==> config.mk <==
export PLATFORM = sky130hd
export DESIGN_NAME = grf_hazard_scoreboard_flat
export DESIGN_NICKNAME = d
export VERILOG_FILES = /design/src/rtl/grf_hazard_scoreboard_if.sv /design/src/rtl/grf_hazard_scoreboard.sv /design/src/flat_wrapper.sv
export SDC_FILE = /design/constraint.sdc
export NUM_CORES = 1
export LEC_CHECK = 0
export BUFFER_PORTS_ARGS = -buffer_cell sky130_fd_sc_hd__buf_2
export CELL_PAD_IN_SITES_DETAIL_PLACEMENT = 0
export CELL_PAD_IN_SITES_GLOBAL_PLACEMENT = 1
export CORE_MARGIN = 3
export CORE_UTILIZATION = 52
export DETAILED_ROUTE_END_ITERATION = 10
export PLACE_DENSITY_LB_ADDON = 0.1
export SLEW_MARGIN = 20
export SYNTH_ARGS = -nofsm -noshare
export SYNTH_HDL_FRONTEND = slang
export SYNTH_SLANG_ARGS = --single-unit
export TNS_END_PERCENT = 10
==> constraint.sdc <==
create_clock -name clk -period 4.6 [get_ports clk]
set_clock_uncertainty 0.1 [all_clocks]
set_input_delay 0.46 -clock clk [delete_from_list [all_inputs] [get_ports clk]]
set_output_delay 0.46 -clock clk [all_outputs]
set_load 0.05 [all_outputs]
==> src/rtl/grf_hazard_scoreboard_if.sv <==
`default_nettype none
// ============================================================================
// Module   : grf_hazard_scoreboard_if
// Brief    : Decode-side bundle between the D stage and the GRF hazard
//            scoreboard; stats signals exist only with GRF_SB_STATS_EN.
// Revision : 1.0
// ============================================================================
interface grf_hazard_scoreboard_if #(
  parameter int AW = 5,
  parameter int TW = 2
);
  logic          issue_valid;
  logic          issue_we;
  logic [AW-1:0] issue_wa;
  logic [TW-1:0] issue_tnew;
  logic [AW-1:0] rs_addr;
  logic [TW-1:0] rs_tuse;
  logic [AW-1:0] rt_addr;
  logic [TW-1:0] rt_tuse;
  logic          flush;
  logic          stall;
  logic          rs_fwd;
  logic          rt_fwd;
  logic          busy_any;

`ifdef GRF_SB_STATS_EN
  logic [31:0]   stall_cycles;
  logic [31:0]   issue_count;

  modport master (
    output issue_valid, issue_we, issue_wa, issue_tnew,
    output rs_addr, rs_tuse, rt_addr, rt_tuse, flush,
    input  stall, rs_fwd, rt_fwd, busy_any, stall_cycles, issue_count
  );

  modport slave (
    input  issue_valid, issue_we, issue_wa, issue_tnew,
    input  rs_addr, rs_tuse, rt_addr, rt_tuse, flush,
    output stall, rs_fwd, rt_fwd, busy_any, stall_cycles, issue_count
  );
`else
  modport master (
    output issue_valid, issue_we, issue_wa, issue_tnew,
    output rs_addr, rs_tuse, rt_addr, rt_tuse, flush,
    input  stall, rs_fwd, rt_fwd, busy_any
  );

  modport slave (
    input  issue_valid, issue_we, issue_wa, issue_tnew,
    input  rs_addr, rs_tuse, rt_addr, rt_tuse, flush,
    output stall, rs_fwd, rt_fwd, busy_any
  );
`endif
endinterface
`default_nettype wire

==> src/rtl/grf_hazard_scoreboard.sv <==
`default_nettype none
// ============================================================================
// Module   : grf_hazard_scoreboard
// Brief    : Per-register Tnew countdown vs. Tuse stall/forward scoreboard.
//            Optional macro GRF_SB_STATS_EN adds stall/issue statistics.
// Revision : 1.0
// ============================================================================
module grf_hazard_scoreboard #(
  parameter int NREG = 32,
  parameter int AW   = 5,
  parameter int TW   = 2
) (
  input  logic                   clk,
  input  logic                   reset,
  grf_hazard_scoreboard_if.slave sb
);

  logic [TW-1:0]           cnt_q [1:NREG-1];
  logic [NREG-1:0][TW-1:0] cnt_view;
  logic [TW-1:0]           rs_cnt;
  logic [TW-1:0]           rt_cnt;
  logic                    rs_fwd;
  logic                    rt_fwd;
  logic                    stall;
  logic                    fire;

  // Register 0 has no counter; its view slot is tied to zero.
  always_comb begin
    cnt_view = '0;
    for (int r = 1; r < NREG; r++) begin
      cnt_view[r] = cnt_q[r];
    end
  end

  assign rs_cnt = cnt_view[sb.rs_addr];
  assign rt_cnt = cnt_view[sb.rt_addr];
  assign rs_fwd = (sb.rs_addr != '0) && (rs_cnt != '0);
  assign rt_fwd = (sb.rt_addr != '0) && (rt_cnt != '0);
  assign stall  = sb.issue_valid &&
                  ((rs_fwd && (rs_cnt > sb.rs_tuse)) ||
                   (rt_fwd && (rt_cnt > sb.rt_tuse)));
  assign fire   = sb.issue_valid && !stall && !sb.flush;

  assign sb.rs_fwd   = rs_fwd;
  assign sb.rt_fwd   = rt_fwd;
  assign sb.stall    = stall;
  assign sb.busy_any = |cnt_view;

  // Flush beats issue, issue beats decrement; loaded value is the newest producer.
  always_ff @(posedge clk or negedge reset) begin
    if (!reset) begin
      for (int r = 1; r < NREG; r++) begin
        cnt_q[r] <= '0;
      end
    end else begin
      for (int r = 1; r < NREG; r++) begin
        if (sb.flush) begin
          cnt_q[r] <= '0;
        end else if (fire && sb.issue_we && (sb.issue_wa == AW'(r))) begin
          cnt_q[r] <= sb.issue_tnew;
        end else if (cnt_q[r] != '0) begin
          cnt_q[r] <= cnt_q[r] - TW'(1);
        end
      end
    end
  end

`ifdef GRF_SB_STATS_EN
  logic [31:0] stall_cycles_q;
  logic [31:0] issue_count_q;

  always_ff @(posedge clk or negedge reset) begin
    if (!reset) begin
      stall_cycles_q <= '0;
      issue_count_q  <= '0;
    end else begin
      if (stall && !sb.flush && (stall_cycles_q != '1)) begin
        stall_cycles_q <= stall_cycles_q + 32'd1;
      end
      if (fire && (issue_count_q != '1)) begin
        issue_count_q <= issue_count_q + 32'd1;
      end
    end
  end

  assign sb.stall_cycles = stall_cycles_q;
  assign sb.issue_count  = issue_count_q;
`endif

endmodule
`default_nettype wire

==> src/flat_wrapper.sv <==
// flat-port wrapper written by rule: the top's interface ports become plain ports
module grf_hazard_scoreboard_flat 
#(
  parameter int NREG = 32,
  parameter int AW   = 5,
  parameter int TW   = 2
)
  (clk, reset, sb_issue_valid, sb_issue_we, sb_issue_wa, sb_issue_tnew, sb_rs_addr, sb_rs_tuse, sb_rt_addr, sb_rt_tuse, sb_flush, sb_stall, sb_rs_fwd, sb_rt_fwd, sb_busy_any);
  grf_hazard_scoreboard_if #(.AW(AW), .TW(TW)) sb_i ();
  input  logic clk;
  input  logic reset;
  input wire logic [$bits(sb_i.issue_valid)-1:0] sb_issue_valid;
  input wire logic [$bits(sb_i.issue_we)-1:0] sb_issue_we;
  input wire logic [$bits(sb_i.issue_wa)-1:0] sb_issue_wa;
  input wire logic [$bits(sb_i.issue_tnew)-1:0] sb_issue_tnew;
  input wire logic [$bits(sb_i.rs_addr)-1:0] sb_rs_addr;
  input wire logic [$bits(sb_i.rs_tuse)-1:0] sb_rs_tuse;
  input wire logic [$bits(sb_i.rt_addr)-1:0] sb_rt_addr;
  input wire logic [$bits(sb_i.rt_tuse)-1:0] sb_rt_tuse;
  input wire logic [$bits(sb_i.flush)-1:0] sb_flush;
  output wire logic [$bits(sb_i.stall)-1:0] sb_stall;
  output wire logic [$bits(sb_i.rs_fwd)-1:0] sb_rs_fwd;
  output wire logic [$bits(sb_i.rt_fwd)-1:0] sb_rt_fwd;
  output wire logic [$bits(sb_i.busy_any)-1:0] sb_busy_any;
  assign sb_i.issue_valid = sb_issue_valid;
  assign sb_i.issue_we = sb_issue_we;
  assign sb_i.issue_wa = sb_issue_wa;
  assign sb_i.issue_tnew = sb_issue_tnew;
  assign sb_i.rs_addr = sb_rs_addr;
  assign sb_i.rs_tuse = sb_rs_tuse;
  assign sb_i.rt_addr = sb_rt_addr;
  assign sb_i.rt_tuse = sb_rt_tuse;
  assign sb_i.flush = sb_flush;
  assign sb_stall = sb_i.stall;
  assign sb_rs_fwd = sb_i.rs_fwd;
  assign sb_rt_fwd = sb_i.rt_fwd;
  assign sb_busy_any = sb_i.busy_any;
  grf_hazard_scoreboard #(.NREG(NREG), .AW(AW), .TW(TW)) u_core (.clk(clk), .reset(reset), .sb(sb_i));
endmodule
Word-level counts from Yosys, hierarchy flattened --
Cells that the tools add are included.
Operators by class: multipliers 0, reductions and logical operators 109, shift-type cells 0, $lt $le $gt $ge 4, bitwise operators 0, add/subtract/negate cells 31, divide/modulo/power cells 0, equal/unequal tests 31, muxes and demuxes 97
Operator list (count):
- $mux W2 | 95
- $reduce_bool A3 Y1 | 31
- $eq A5 B5 Y1 const B | 16
- $reduce_bool A2 Y1 | 33
- $reduce_or A62 Y1 | 1
- $sub A2 B1 Y2 const B | 31
- $eq A5 B4 Y1 const B | 8
- $logic_and A1 B1 Y1 | 39
- $bmux W2 S5 | 2
- $eq A5 B3 Y1 const B | 4
- $lt A5 B6 Y1 const B | 2
- $eq A5 B2 Y1 const B | 2
- $reduce_bool A5 Y1 | 2
- $eq A5 B1 Y1 const B | 1
- $gt A2 B2 Y1 | 2
- $logic_not A1 Y1 | 2
- $logic_or A1 B1 Y1 | 1
Storage, ports and cells: logic and storage cells 303, latch bits 0, memories 0, register bits 62, memory bits (writable) 0, bits of input ports 26, output and inout port bits 4, bits in read-only memories 0

Longest topological paths before layout --
depth after elaboration 14, mapped depth 14, depth with buffers taken out 10

Worst setup path before layout --
Ideal clock, no wire load.
path kind input-to-output, start input port sb_rt_addr[1], end output port sb_stall, stages on the path 11, data arrival time 3767 ps, path buffers 3, path slack 273 ps, data required time 4040 ps, cells stage by stage buf_2 buf_2 mux4_2 mux2_2 nand3b_1 and4_1 inv_1 ha_1 a221o_1 buf_2 a21boi_0
On the way: cells in the longest elaborated chain, start to end 7, elaborated cells on any way between the ends 9, classes of those cells order compare (1); mux (2); reduce/logical (6)
RTL lines:
- start: declaration | RTL line flat_wrapper.sv:18 | input wire logic [$bits(sb_i.rt_addr)-1:0] sb_rt_addr;
- branches (longest 4 deep; another with $gt A2 B2 Y1)
- $logic_and A1 B1 Y1 * | RTL line grf_hazard_scoreboard.sv:41 | (rt_fwd && (rt_cnt > sb.rt_tuse)));
- $logic_or A1 B1 Y1 * | RTL line grf_hazard_scoreboard.sv:40 | ((rs_fwd && (rs_cnt > sb.rs_tuse)) ||
- $logic_and A1 B1 Y1 * | RTL line grf_hazard_scoreboard.sv:39 | assign stall = sb.issue_valid &&
- end: declaration | RTL line flat_wrapper.sv:21 | output wire logic [$bits(sb_i.stall)-1:0] sb_stall;
Every way passes the cells marked *. The select of a mux whose other input is x is not followed.

Worst setup path in the final report --
start input port sb_rs_addr[0], end output port sb_stall
On the way: cells in the longest elaborated chain, start to end 7, elaborated cells on any way between the ends 9, classes of those cells order compare (1); mux (2); reduce/logical (6)
RTL lines:
- start: declaration | RTL line flat_wrapper.sv:16 | input wire logic [$bits(sb_i.rs_addr)-1:0] sb_rs_addr;
- branches (longest 4 deep; another with $gt A2 B2 Y1)
- $logic_and A1 B1 Y1 * | RTL line grf_hazard_scoreboard.sv:40
- $logic_or A1 B1 Y1 * | RTL line grf_hazard_scoreboard.sv:40
- $logic_and A1 B1 Y1 * | RTL line grf_hazard_scoreboard.sv:39
Marks and branches as above.

==> metrics.yaml <==
setup.worst_path.start_class: "primary input"
preCtsSetupSlack_ps: 653.3
diodes: 0
synthArstFlopShare_pct: 100.0
grt_pass1_wl_um: 24780
yosysTopAreaCellShare_pct: 27.93
reg_top3: "u_core.cnt_q: 62 flops"
grt_usage_pct: 27.92
die_h_um: 109.4
ctsResizeCount: 0
rrSetupSlack_ps: 1260
min_period_ps: 3957
r2r_cells: 10
netlist_instances: 634
worst_pin_slew_ps: 928.6
clkLatencyLatePin_ps: 350
synth.distinct_cells: 53
gp_congestion: 0.9547
vias: 4683
routed_wirelength_um: 15970
drc_errors: 0
power_frac_clock_pct: 15.2
synthesis.nets: 695
worstSetupPathType: "primary input to output pin"
required_ps: 4040
seqPwrFrac_pct: 32.5
ant_nets: 0
ys_seq_area_share_pct: 27.93
p_switching_mw: 1.413
via_per_inst: 5.935
hold_path.startpoint: "sb_issue_tnew[0]"
intPower_mw: 1.744
antenna_found_initial: 0
finalHoldViolations: 0
path_clk_slew_ps: 70
drv_slew: 0
drv_cap: 0
io_buffers: 29
rr_startpoint: "u_core.cnt_q[23]"
drt_iter0_drc: 345
grt_pass1_vias: 4439
p_sw_share_pct: 44.76
core_area_mm2: 0.01037
synth_area_mm2: 0.005555
num_io_pins: 30
ir_drop_mv: 0.2629
ys_seq_elements: 62
fin_setup_tns_ps: 0
synthToLayoutAreaGrowth_pct: 7.455
hpwl_um: 12060
timing.hold.ws_ps: 453.2
critPathMaxFanout: 25
status: "complete, no violations"
synthTopCellsByCount: "nor2_1, inv_1, dfrtp_1"
cts_buffer_depth: 2
h-tree-depth: 3
postLayoutSetupSlackWorst_ps: 642.5
first_pass_iters: 5
r2r_end: "u_core.cnt_q[56]"
detailed_place.area_mm2: 0.005763
largest_register: "u_core.cnt_q"
cts_buffers: 9
setup_viol: 0
hold_path_class: "primary input to register"
p_comb_share_pct: 52.3
largest_reg_flops: 62
yosysWarningCount: 0
hold-path-endpoint: "u_core.cnt_q[50]"
gr-total-overflow: 0
root_buffer: "clkbuf_8"
num_rows: 37
initial_core_util_pct: 53.57
worstHoldPathCells: 2
max_freq_ghz: 0.2527
post-route-period-util_pct: 86.03
synth_area_per_cell_um2: 8.762
rsz0062_at_grt: "false"
cts_tree: "done"
synthFlopType: "dfrtp_1"
yosysTopAreaCell: "dfrtp_1"
synth_most_common_cell: "nor2_1"
power_leakage_nw: 2.737
final_nets: 709
drive_gt1_share_pct: 19.45
clock-sinks: 62
endpoint_kind: "output pin"
arrival_ps: 3400
postLayoutCoreUtil_pct: 57.57
routedWlPerCell_um: 20.24
die_w_um: 109.4
powerDensity_mw_per_mm2: 528.8
die-area_mm2: 0.01196
postLayoutCellArea_mm2: 0.005969
synth-edff-count: 0
synth_area_leaders: "dfrtp_1, mux2_2, ha_1"
grt_max_degree: 43
relSlewSlack_pct: 37.97
## how the worst max path moves through the flow
stage | from | depth (start not counted) | end
after floorplan | sb_rt_addr[1] | 11 | sb_stall
after global routing | sb_rs_addr[0] | 10 | sb_stall
after global placement | sb_rs_addr[0] | 9 | sb_stall
after CTS | sb_rs_addr[0] | 10 | sb_stall
final | sb_rs_addr[0] | 10 | sb_stall
after detailed placement | sb_rs_addr[0] | 10 | sb_stall
## kinds of logic (layout without fill, tap and decap cells)
family,count (synthesis),count (layout),share of synthesized area (%)
AOI/OAI and AO/OA,69,69,8.289
xor gates and xnor gates,31,31,4.887
adders and majority gates,35,35,7.883
buffers and inverters,106,125,7.973
DFF,62,62,27.93
muxes,104,104,22.97
and+or+nand+nor,227,227,20.07
## power by group through the flow
| stage | logic (mW) | clock network [mW] | registers, mW |
|---|---|---|---|
| 2_1_floorplan | 1.32 | 0 | 0.904 |
| 3_3_place_gp | 1.58 | 0 | 1.02 |
| 3_5_place_dp | 1.64 | 0 | 1.02 |
| 4_1_cts | 1.65 | 0.492 | 1.01 |
| 5_1_grt | 1.88 | 0.515 | 1.04 |
| 6_report | 1.65 | 0.481 | 1.02 |
## cell type report
type	count	area (µm²)
clock buffer	12	165.2
inverter	72	270.3
timing repair buffer	37	220.2
multi-input combinational	466	3563
fill	974	4400
tap	136	170.2
sequential	62	1551
clock inverter	4	28.78
## stage by stage
step / instances / power (mW)
5_1_grt: 789 / 3.436
3_3_place_gp: 771 / 2.596
6_report: 789 / 3.157
2_1_floorplan: 634 / 2.222
4_1_cts: 789 / 3.157
3_5_place_dp: 772 / 2.660
## metal layers
layer	GRT usage (%)	wire length (µm)	vias to the layer above
met5	0	0	-
met4	8.281	286	0
met3	5.696	1147	25
met2	42.98	7274	193
met1	39.67	7260	2264
li1	-	-	2201
## cells in the final DEF (no fill, tap or decap), drive strengths merged, types with 12 or more instances in the layout
master / instances
clkbuf: 12
nand2b: 28
o21ai: 22
xor2: 31
buf: 36
dfrtp: 62
inv: 73
nor2: 86
a21oi: 16
nand3: 40
mux2i: 42
mux4: 14
ha: 35
mux2: 48
nand2: 43
## worst max-delay path, cell delays in order
cell and delay, ps:
buf_2 510, mux2_2 400, a221oi_1 250, o32a_1 200, a32o_1 200, inv_1 60
ha_1 290, a221o_1 400, a21boi_0 290, buf_2 330
## what timing repair did
action | CTS | global route
hold buffers | 1 | 0
setup buffers | 0 | 0
hold endpoints to repair | 20 | 0
Power figures use the tool's default switching activity.
